File: src/rtl/tinyrisc_pkg.sv
// Shared TinyRISC definitions: control-word bit map, instruction fields and
// architectural sizes used by the register-writeback stage.
package tinyrisc_pkg;

  localparam int XLEN   = 32;
  localparam int NREGS  = 16;
  localparam int AW     = $clog2(NREGS);
  localparam int RA_REG = 15;
  localparam int CTRL_W = 22;
  localparam int CNT_W  = 32;

  localparam int CTRL_ISST     = 0;
  localparam int CTRL_ISLD     = 1;
  localparam int CTRL_ISBEQ    = 2;
  localparam int CTRL_ISBGT    = 3;
  localparam int CTRL_ISRET    = 4;
  localparam int CTRL_ISIMM    = 5;
  localparam int CTRL_ISWB     = 6;
  localparam int CTRL_ISUBR    = 7;
  localparam int CTRL_ISCALL   = 8;
  localparam int CTRL_ALU_LSB  = 9;

  localparam int RD_MSB = 25;
  localparam int RD_LSB = 22;

  typedef logic [XLEN-1:0]   word_t;
  typedef logic [AW-1:0]     reg_addr_t;
  typedef logic [CTRL_W-1:0] ctrl_t;

endpackage

File: src/rtl/rw_wb_select.sv
// Combinational writeback selection: enable, destination register and value
// (call link address, load result or ALU result, in that priority).
module rw_wb_select
  import tinyrisc_pkg::*;
(
  input  logic [XLEN-1:0]   pc_i,
  input  logic [XLEN-1:0]   ld_i,
  input  logic [XLEN-1:0]   alu_i,
  input  logic [XLEN-1:0]   instr_i,
  input  logic [CTRL_W-1:0] ctrl_i,
  output logic              wb_en_o,
  output logic [AW-1:0]     wb_addr_o,
  output logic [XLEN-1:0]   wb_data_o
);

  always_comb begin
    wb_en_o   = ctrl_i[CTRL_ISWB];
    wb_addr_o = instr_i[RD_MSB:RD_LSB];
    wb_data_o = alu_i;
    if (ctrl_i[CTRL_ISCALL]) begin
      wb_addr_o = AW'(RA_REG);
      wb_data_o = pc_i + XLEN'(4);
    end else if (ctrl_i[CTRL_ISLD]) begin
      wb_data_o = ld_i;
    end
  end

  // Remaining instruction/control bits belong to earlier stages.
  logic unused_bits;
  assign unused_bits = ^{instr_i[XLEN-1:RD_MSB+1], instr_i[RD_LSB-1:0],
                         ctrl_i[CTRL_W-1:CTRL_ISCALL+1], ctrl_i[CTRL_ISWB-1:CTRL_ISLD+1],
                         ctrl_i[CTRL_ISST]};

endmodule

File: src/rtl/rw_regfile.sv
// TinyRISC RW stage: 16x32 register file with write-through bypass reads.
// Optional retired-instruction counter enabled by RW_RETIRE_CNT_EN.
module rw_regfile
  import tinyrisc_pkg::*;
(
  input  logic              clk,
  input  logic              rst,
  input  logic [XLEN-1:0]   pc_i,
  input  logic [XLEN-1:0]   ld_i,
  input  logic [XLEN-1:0]   alu_i,
  input  logic [XLEN-1:0]   instr_i,
  input  logic [CTRL_W-1:0] ctrl_i,
  input  logic [AW-1:0]     rs1_addr_i,
  input  logic [AW-1:0]     rs2_addr_i,
  output logic [XLEN-1:0]   rs1_data_o,
  output logic [XLEN-1:0]   rs2_data_o,
  output logic              wb_en_o,
  output logic [AW-1:0]     wb_addr_o,
  output logic [XLEN-1:0]   wb_data_o
`ifdef RW_RETIRE_CNT_EN
  ,
  output logic [CNT_W-1:0]  retire_cnt_o
`endif
);

  word_t regs_q [NREGS];

  rw_wb_select u_wb_select (
    .pc_i      (pc_i),
    .ld_i      (ld_i),
    .alu_i     (alu_i),
    .instr_i   (instr_i),
    .ctrl_i    (ctrl_i),
    .wb_en_o   (wb_en_o),
    .wb_addr_o (wb_addr_o),
    .wb_data_o (wb_data_o)
  );

  // One flop bank per register so the async clear applies to every entry.
  for (genvar gi = 0; gi < NREGS; gi++) begin : g_reg
    always_ff @(posedge clk or posedge rst) begin
      if (rst) begin
        regs_q[gi] <= '0;
      end else if (wb_en_o && (wb_addr_o == AW'(gi))) begin
        regs_q[gi] <= wb_data_o;
      end
    end
  end

  assign rs1_data_o = (wb_en_o && (rs1_addr_i == wb_addr_o)) ? wb_data_o : regs_q[rs1_addr_i];
  assign rs2_data_o = (wb_en_o && (rs2_addr_i == wb_addr_o)) ? wb_data_o : regs_q[rs2_addr_i];

`ifdef RW_RETIRE_CNT_EN
  logic [CNT_W-1:0] cnt_q;
  logic [CNT_W-1:0] cnt_d;

  always_comb begin
    cnt_d = cnt_q;
    if (ctrl_i != '0) begin
      cnt_d = cnt_q + CNT_W'(1);
    end
  end

  always_ff @(posedge clk or posedge rst) begin
    if (rst) begin
      cnt_q <= '0;
    end else begin
      cnt_q <= cnt_d;
    end
  end

  assign retire_cnt_o = cnt_q;
`endif

endmodule
File: config.mk
export PLATFORM = sky130hd
export DESIGN_NAME = rw_regfile
export DESIGN_NICKNAME = d
export VERILOG_FILES = /design/src/rtl/tinyrisc_pkg.sv /design/src/rtl/rw_wb_select.sv /design/src/rtl/rw_regfile.sv
export SDC_FILE = /design/constraint.sdc
export NUM_CORES = 1
export LEC_CHECK = 0
export ABC_AREA = 1
export BUFFER_PORTS_ARGS = -buffer_cell sky130_fd_sc_hd__buf_2
export CORE_MARGIN = 5
export CORE_UTILIZATION = 25
export DETAILED_ROUTE_END_ITERATION = 12
export RECOVER_POWER = 50
export SLEW_MARGIN = 10
export SYNTH_ARGS = -nofsm -noshare
export SYNTH_HDL_FRONTEND = slang
export SYNTH_SLANG_ARGS = --single-unit
File: constraint.sdc
create_clock -name clk -period 15.6 [get_ports clk]
set_input_delay 2.34 -clock clk [delete_from_list [all_inputs] [get_ports clk]]
set_output_delay 2.34 -clock clk [all_outputs]
set_load 0.02 [all_outputs]
Word level (Yosys, flattened, before mapping). Index checks and enable logic that the tools add are counted.

Order comparisons: 2. Multiplexer cells: 11. Reduce and logical (&&, ||, !) cells: 19. $add $sub $neg: 1. Bitwise logic cells: 2. Equal/unequal tests: 17.

Operators with widths (count): binary-select mux 32 bit (select 4 bit) (2); two-way mux 32 bit (8); adder 32 x 3 -> 32 bit (second input constant) (1); equality test 4 bit (second input constant) (8); logical AND 1 bit (18); equality test 4 x 3 -> 1 bit (second input constant) (4); greater-or-equal comparator 5 bit (second input constant) (2); inverter 4 -> 5 bit (2); equality test 4 x 2 -> 1 bit (second input constant) (2); equality test 4 bit (2); equality test 4 x 1 -> 1 bit (second input constant) (1); logical NOT 4 bit (1); two-way mux 4 bit (1).

Bits in registers: 512. Output and inout bits: 101. Bits of input ports: 160.

Longest topological paths before layout. Gate-level depths: netlist (run 1).

Word-level depth: 5. Depth in mapped cells: 12. Gate-level depth less buffers: 11.

Cells and area by module. From an unflattened synthesis (run 1), not the netlist that was laid out.

Cell total of the unflattened synthesis: 4657. Area, all modules: 30560.6 sq um.

Modules (own cells, without submodules): rw_regfile (cells each 4323, area each 29010.3 sq um, times used 1, seq. area each 12812.3 sq um); rw_wb_select (cells each 334, area each 1550.2 sq um, times used 1, seq. area each 0.0 sq um).

Least setup slack after synthesis (run 1). Ideal clock, no wire load.

Kind: input to output. From: in ctrl_i[8]. To: out rs1_data_o[5]. Cell stages on the path: 6. Arrival time: 3.801 ns. Buffers on the path: 2. Setup slack: 9.459 ns. Cells stage by stage: buf_6 -> inv_2 -> o31ai_2 -> inv_2 -> buf_2 -> o21ai_1.

RTL lines: from (decl) (line rw_regfile.sv:12) `input logic [CTRL_W-1:0] ctrl_i,`; two-way mux 32 bit (line rw_wb_select.sv:20) `if (ctrl_i[CTRL_ISCALL]) begin`; net wb_data_o[5] (line rw_regfile.sv:19) `output logic [XLEN-1:0] wb_data_o`; two-way mux 32 bit (line rw_regfile.sv:50) `assign rs1_data_o = (wb_en_o && (rs1_addr_i == wb_addr_o)) ? wb_data_o : regs_q[rs1_addr_i];`; to (decl) (line rw_regfile.sv:15) `output logic [XLEN-1:0] rs1_data_o,`.

The timed path passes the listed nets, and every way through them passes these cells.

Final worst setup path (run 1).
From: in ctrl_i[8]. To: out rs2_data_o[0].

Cells in the longest elaborated chain, start to end: 4.

Ends and longest elaborated chain: two-way mux 4 bit (line rw_wb_select.sv:20); equality test 4 bit (line rw_regfile.sv:51) `assign rs2_data_o = (wb_en_o && (rs2_addr_i == wb_addr_o)) ? wb_data_o : regs_q[rs2_addr_i];`; logical AND 1 bit (line rw_regfile.sv:51); two-way mux 32 bit * (line rw_regfile.sv:51); to (decl) (line rw_regfile.sv:16) `output logic [XLEN-1:0] rs2_data_o,`.

Mark *: on every way between the ends. The rest lies on a longest branch, timed or not.

==> results.json, run 1 <==
{
  "status": "finished with violations",
  "violations": "capacitance limit, slew limit",
  "drt_wl_total_um": 126000,
  "syn_avg_cell_area_um2": 6.83,
  "synth-seq-cells": 512,
  "netlist_area_mm2": 0.0312,
  "drtPass1Iterations": 6,
  "reg2reg_depth": 2,
  "timing_worst_setup_path_type": "input port to output pin",
  "timing.hold.ws_ns": 0.478,
  "clk_path_buf_depth": 3,
  "clk_latency_ns": 0.61,
  "min-delay-start": "regs_q[217]$_DFFE_PP0P_",
  "whs_path_depth": 2,
  "synth_commonest_cells": "nand2_1, dfrtp_1, nand3_1",
  "synth_top_family_by_area": "simple AND/OR/NAND/NOR gates",
  "hp-class": "flip-flop to flip-flop",
  "cts.sinks": 512,
  "drv_cap": 24,
  "synth_cells": 4571,
  "grt-ovfl-total": 0,
  "cts_buffers": 59,
  "drv_slew": 872,
  "reg2reg_from": "regs_q[193]$_DFFE_PP0P_",
  "setup_violations": 0,
  "p_leak_nw": 16.8,
  "synth.area.top_cells": "dfrtp_1, nand2_1, nand3_1, o21ai_0, a21oi_1",
  "top_regs": "regs_q: 512 flops",
  "yosysMostFrequentCell": "nand2_1",
  "routabilityCongestion": 0.859,
  "dpl_worst_slack_ns": 7.60,
  "ctsHoldBuffers": 0,
  "ant_nets": 0,
  "drtIter0Drc": 4163,
  "largest_register_ffs": 512,
  "grt_pass1_vias": 29200,
  "path_max_fanout": 45,
  "hold_viol_final": 0,
  "synth_ff_type": "dfrtp_1",
  "rsz0062_at_grt": "no",
  "fin_crit_sh_pct": 64.9,
  "synth_nets": 4732,
  "tightest_slew_ns": 4.35,
  "final_util_pct": 28.3,
  "peakVddDrop_v": 0.0000821,
  "layout_min_cycle_time_ns": 10.12,
  "synth-edff-count": 0,
  "vias": 31700,
  "synth_compound_area_share_pct": 18.0,
  "areaGrowthSynthToFinish_pct": 12.2,
  "regArea_mm2": 0.0128,
  "synth_xor_area_share_pct": 0.196,
  "ios": 261,
  "grt_pass1_wl_um": 187000,
  "synthMuxAreaShare_pct": 0,
  "netlist.top_cell.by_area": "dfrtp_1",
  "wire_per_inst_um": 20.2,
  "yosysUniqueCellTypes": 38,
  "ys_async_sr_fraction_pct": 100,
  "slew-limit-headroom_pct": -190,
  "rows": 129,
  "antenna_found_initial": 5,
  "setup_ws_ns": 5.48,
  "cts_resized": 0,
  "layout.cells.non_filler": 6236,
  "drive_gt1_share_pct": 9.51,
  "ys_seq_area_share_pct": 41.0,
  "multi_input_area_mm2": 0.0154,
  "finalSetupTns_ns": 0,
  "start_util_pct": 25.2,
  "synth_top_cell_area_share_pct": 41.0,
  "skew_ns": 0,
  "critical_path_required_ns": 13.26,
  "reg2reg_to": "regs_q[193]$_DFFE_PP0P_",
  "synthAdderAreaFrac_pct": 0.0401,
  "hold_end": "regs_q[217]$_DFFE_PP0P_",
  "largest_register": "regs_q",
  "grt_start_max_net_pins": 132,
  "ys_warn_count": 0,
  "dp_hpwl_um": 74900,
  "die_w_um": 363,
  "critPathArrivalTime_ns": 7.78,
  "cts_setup_buffers": 0,
  "crit_path_start_kind": "input port",
  "dieHeight_um": 363,
  "drcViolationCount": 0,
  "cp-end-kind": "output pin",
  "cts.clk_slew.worst_paths_ns": 0.06,
  "cellPowerDensity_mw_per_mm2": 120,
  "grt_usage_pct": 18.3,
  "cts_tree": "built",
  "synthSimpleGateAreaFrac_pct": 31.4,
  "post-place-cells": 6124,
  "r2r_setup_slack_ns": 14.74,
  "htreeDepth": 2,
  "fill_cells": 13700,
  "clock-root-buffer": "clkbuf_16",
  "viasPerCell": 5.08,
  "fin_nets": 4709,
  "port_buffers": 213,
  "die-area_mm2": 0.132,
  "fmax_mhz": 98.8,
  "core_mm2": 0.124
}
## worst max path at each step
| stage | cells after the start | startpoint | end | slack [ns] |
|---|---|---|---|---|
| 2_1_floorplan | 1 | rst | regs_q[0]$_DFFE_PP0P_ | 6.31 |
| 3_3_place_gp | 10 | rs1_addr_i[3] | rs1_data_o[0] | 7.62 |
| 3_5_place_dp | 10 | rs1_addr_i[3] | rs1_data_o[0] | 7.60 |
| 4_1_cts | 10 | rs1_addr_i[3] | rs1_data_o[0] | 7.60 |
| 5_1_grt | 7 | ctrl_i[8] | rs2_data_o[0] | 4.86 |
| 6_report | 7 | ctrl_i[8] | rs2_data_o[0] | 5.48 |
## metrics by stage
| step | power (mW) | instance area (µm²) |
|---|---|---|
| 3_5_place_dp | 2.68 | 33100 |
| 3_3_place_gp | 2.66 | 33100 |
| 6_report | 4.19 | 35000 |
| 2_1_floorplan | 2.40 | 31200 |
| 5_1_grt | 4.42 | 35000 |
| 4_1_cts | 4.21 | 35200 |
## critical path: stages
cell,delay [ns]
buf_2,0.07
clkbuf_1,1.53
inv_1,1.07
o21ai_0,1.26
inv_1,0.59
o21ai_0,0.61
buf_2,0.27
## per-layer routing
layer	routed length (µm)	GRT usage, %	vias up
met3	14100	3.76	225
li1	-	-	14800
met1	55300	26.6	14900
met2	53100	27.5	1683
met5	13	0	-
met4	3520	5.52	2
## cell families (layout without fill, tap and decap cells)
| group | count (synthesis) | after routing |
|---|---|---|
| and+or+nand+nor | 2364 | 2364 |
| DFF | 512 | 512 |
| other | 0 | 3 |
| AOI/OAI and AO/OA | 1024 | 1024 |
| buffers and inverters | 663 | 688 |
| xor gates and xnor gates | 7 | 7 |
| adders and majority gates | 1 | 1 |
## layout make-up
| class | count | area share, % |
|---|---|---|
| diodes | 3 | 0.0214 |
| multi-input cells | 3396 | 43.9 |
| inverters | 300 | 3.23 |
| well taps | 1637 | 5.85 |
| flip-flops and latches | 512 | 36.6 |
| clock buffers | 88 | 5.04 |
| clock inverters | 21 | 0.975 |
| repair buffers | 279 | 4.42 |
## report_power, final
| part | switching (mW) | internal [mW] | total, mW |
|---|---|---|---|
| clock network | 0.595 | 0.926 | 1.52 |
| logic | 0.633 | 0.304 | 0.937 |
| registers | 0.156 | 1.58 | 1.73 |
| total | 1.38 | 2.81 | 4.19 |
## placed cells by master, fill, tap and decap left out, drive strengths merged, types with 9 or more instances in the layout
master,Yosys,routed
a21oi,259,259
buf,268,263
bufinv,0,9
clkbuf,95,104
clkinv,0,15
dfrtp,512,512
inv,300,296
nand2,1711,1711
nand3,475,475
nor2,168,168
o211ai,169,169
o21ai,581,581
No activity file was read; power rests on OpenSTA's default activity.
==> run 2: changes to the inputs <==
==> constraint.sdc (replaced) <==
create_clock -name clk -period 8.75 [get_ports clk]
set_input_delay 1.3125 -clock clk [delete_from_list [all_inputs] [get_ports clk]]
set_output_delay 1.3125 -clock clk [all_outputs]
set_load 0.02 [all_outputs]
==> results.json, run 2 (synthesis gave the netlist of run 1 again) <==
{
  "critPathMaxStageDelay_ns": 1.70,
  "rsz0062_at_grt": "no",
  "viasPerCell": 5.10,
  "hp-class": "flip-flop to flip-flop",
  "grt_pass1_vias": 29600,
  "crit_path_start_kind": "input port",
  "cp-end-kind": "flip-flop",
  "drcViolationCount": 0,
  "clock-root-buffer": "clkbuf_16",
  "layout_min_cycle_time_ns": 6.39,
  "drv_slew": 797,
  "cts.sinks": 512,
  "setup_violations": 0,
  "post-place-cells": 6116,
  "timing_worst_setup_path_type": "input port to flip-flop",
  "fin_crit_sh_pct": 73.0,
  "grt-ovfl-total": 0,
  "die-area_mm2": 0.132,
  "cpMaxStageDelayCell": "nor2_1",
  "drtIter0Drc": 3893,
  "peakVddDrop_v": 0.000141,
  "layout.cells.non_filler": 6230,
  "tightest_slew_ns": 3.07,
  "final_cell_mix": "nand2_1, dfrtp_1, o21ai_0",
  "drive_gt1_share_pct": 9.13,
  "reg2reg_depth": 2,
  "netSwitchingPower_mw": 2.47,
  "grt_start_max_net_pins": 201,
  "combPwrFrac_pct": 22.8,
  "top_regs": "regs_q: 512 flops",
  "finalSetupTns_ns": 0,
  "cts_setup_buffers": 0,
  "grt_pass1_wl_um": 188000,
  "critPathArrivalTime_ns": 6.77,
  "reg2reg_from": "regs_q[196]$_DFFE_PP0P_",
  "pwr-share-seq_pct": 42.2,
  "final_common_cell": "nand2_1",
  "core_mm2": 0.124,
  "dieHeight_um": 363,
  "clk_path_buf_depth": 3,
  "path_max_fanout": 45,
  "hold_viol_final": 0,
  "pwr-share-clk_pct": 35.0,
  "fill_cells": 13700,
  "placed_area_mm2": 0.0331,
  "internal_power_mw": 4.85,
  "critical_path_required_ns": 9.13,
  "port_buffers": 213,
  "areaGrowthSynthToFinish_pct": 11.7,
  "fin_area_mm2": 0.0349,
  "crit_path_cell_trace": "buf_2, buf_4, nor2_1, inv_1, nor2_1, inv_1, nor2_1, inv_1, clkbuf_1, nand2_1, o21ai_0",
  "crit_start": "ctrl_i[8]",
  "drtPass1Iterations": 8,
  "ant_nets": 0,
  "grt_usage_pct": 18.4,
  "die_w_um": 363,
  "reg2reg_to": "regs_q[196]$_DFFE_PP0P_",
  "r2r_setup_slack_ns": 7.91,
  "ctsHoldBuffers": 0,
  "rows": 129,
  "htreeDepth": 2,
  "slew-limit-headroom_pct": -104,
  "clk_latency_ns": 0.62,
  "cts_tree": "built",
  "cts_resized": 0,
  "cp.depth": 11,
  "fin_nets": 4701,
  "cpLargestDelayFamily": "buffers and inverters",
  "cellPowerDensity_mw_per_mm2": 210,
  "wire_per_inst_um": 20.2,
  "fmax_mhz": 157,
  "largest_register": "regs_q",
  "cts_buffers": 59,
  "drt_wl_total_um": 126000,
  "skew_ns": 0,
  "p_leak_nw": 16.7,
  "violations": "capacitance limit, slew limit",
  "p_sw_share_pct": 33.7,
  "cts.clk_slew.worst_paths_ns": 0.06,
  "start_util_pct": 25.2,
  "vias": 31700,
  "antenna_found_initial": 6,
  "dp_hpwl_um": 75400,
  "status": "finished with violations",
  "endpoint": "regs_q[421]$_DFFE_PP0P_",
  "path_buf_inv": 6,
  "ios": 261,
  "drv_cap": 25,
  "routabilityCongestion": 0.857,
  "largest_register_ffs": 512,
  "final_util_pct": 28.1
}
[run 2: through the flow]
stage / power (mW) / setup WS [ns] / hold slack (ns)
after floorplan: 4.28 / 0.485 / 0.449
after detailed placement: 4.79 / 2.89 / 0.465
after CTS: 7.35 / 2.89 / 0.482
after global routing: 7.74 / 2.10 / 0.496
final: 7.32 / 2.36 / 0.479
after global placement: 4.74 / 2.85 / 0.465
[run 2: routing by layer]
metal | vias up | global-route usage (%) | routed length (µm)
met3 | 241 | 4.33 | 14300
met4 | 2 | 5.49 | 3650
met1 | 15000 | 26.6 | 55300
met5 | - | 0 | 13
met2 | 1664 | 27.2 | 52500
li1 | 14800 | - | -
[run 2: worst min path at each step]
stage / startpoint / endpoint / slack, ns / cells after the start
floorplan: regs_q[29]$_DFFE_PP0P_ / regs_q[29]$_DFFE_PP0P_ / 0.45 / 2
global placement: regs_q[478]$_DFFE_PP0P_ / regs_q[478]$_DFFE_PP0P_ / 0.46 / 2
detailed placement: regs_q[21]$_DFFE_PP0P_ / regs_q[21]$_DFFE_PP0P_ / 0.47 / 2
CTS: regs_q[21]$_DFFE_PP0P_ / regs_q[21]$_DFFE_PP0P_ / 0.48 / 2
global route: regs_q[93]$_DFFE_PP0P_ / regs_q[93]$_DFFE_PP0P_ / 0.50 / 2
finish: regs_q[410]$_DFFE_PP0P_ / regs_q[410]$_DFFE_PP0P_ / 0.48 / 2
[run 2: cell type report]
| type | instances | area [µm²] | area share (%) |
|---|---|---|---|
| antenna | 4 | 10.0 | 0.0287 |
| inverter | 300 | 1130 | 3.24 |
| timing repair buffer | 271 | 1530 | 4.39 |
| sequential | 512 | 12800 | 36.7 |
| clock buffer | 85 | 1750 | 5.01 |
| clock inverter | 25 | 249 | 0.714 |
| tap | 1637 | 2050 | 5.87 |
| multi-input combinational | 3396 | 15300 | 44.0 |
[run 2: power groups by stage]
stage / clock network, mW / registers (mW) / logic (mW)
after CTS: 2.60 / 3.08 / 1.68
after floorplan: 0 / 3.06 / 1.21
after detailed placement: 0 / 3.12 / 1.67
after global routing: 2.70 / 3.14 / 1.89
after global placement: 0 / 3.10 / 1.64
final: 2.56 / 3.09 / 1.67
[run 2: worst min-delay path, cell delays in order (launching register included)]
cell	delay, ns
dfrtp_1	0.34
nand2_1	0.05
nand2_1	0.05
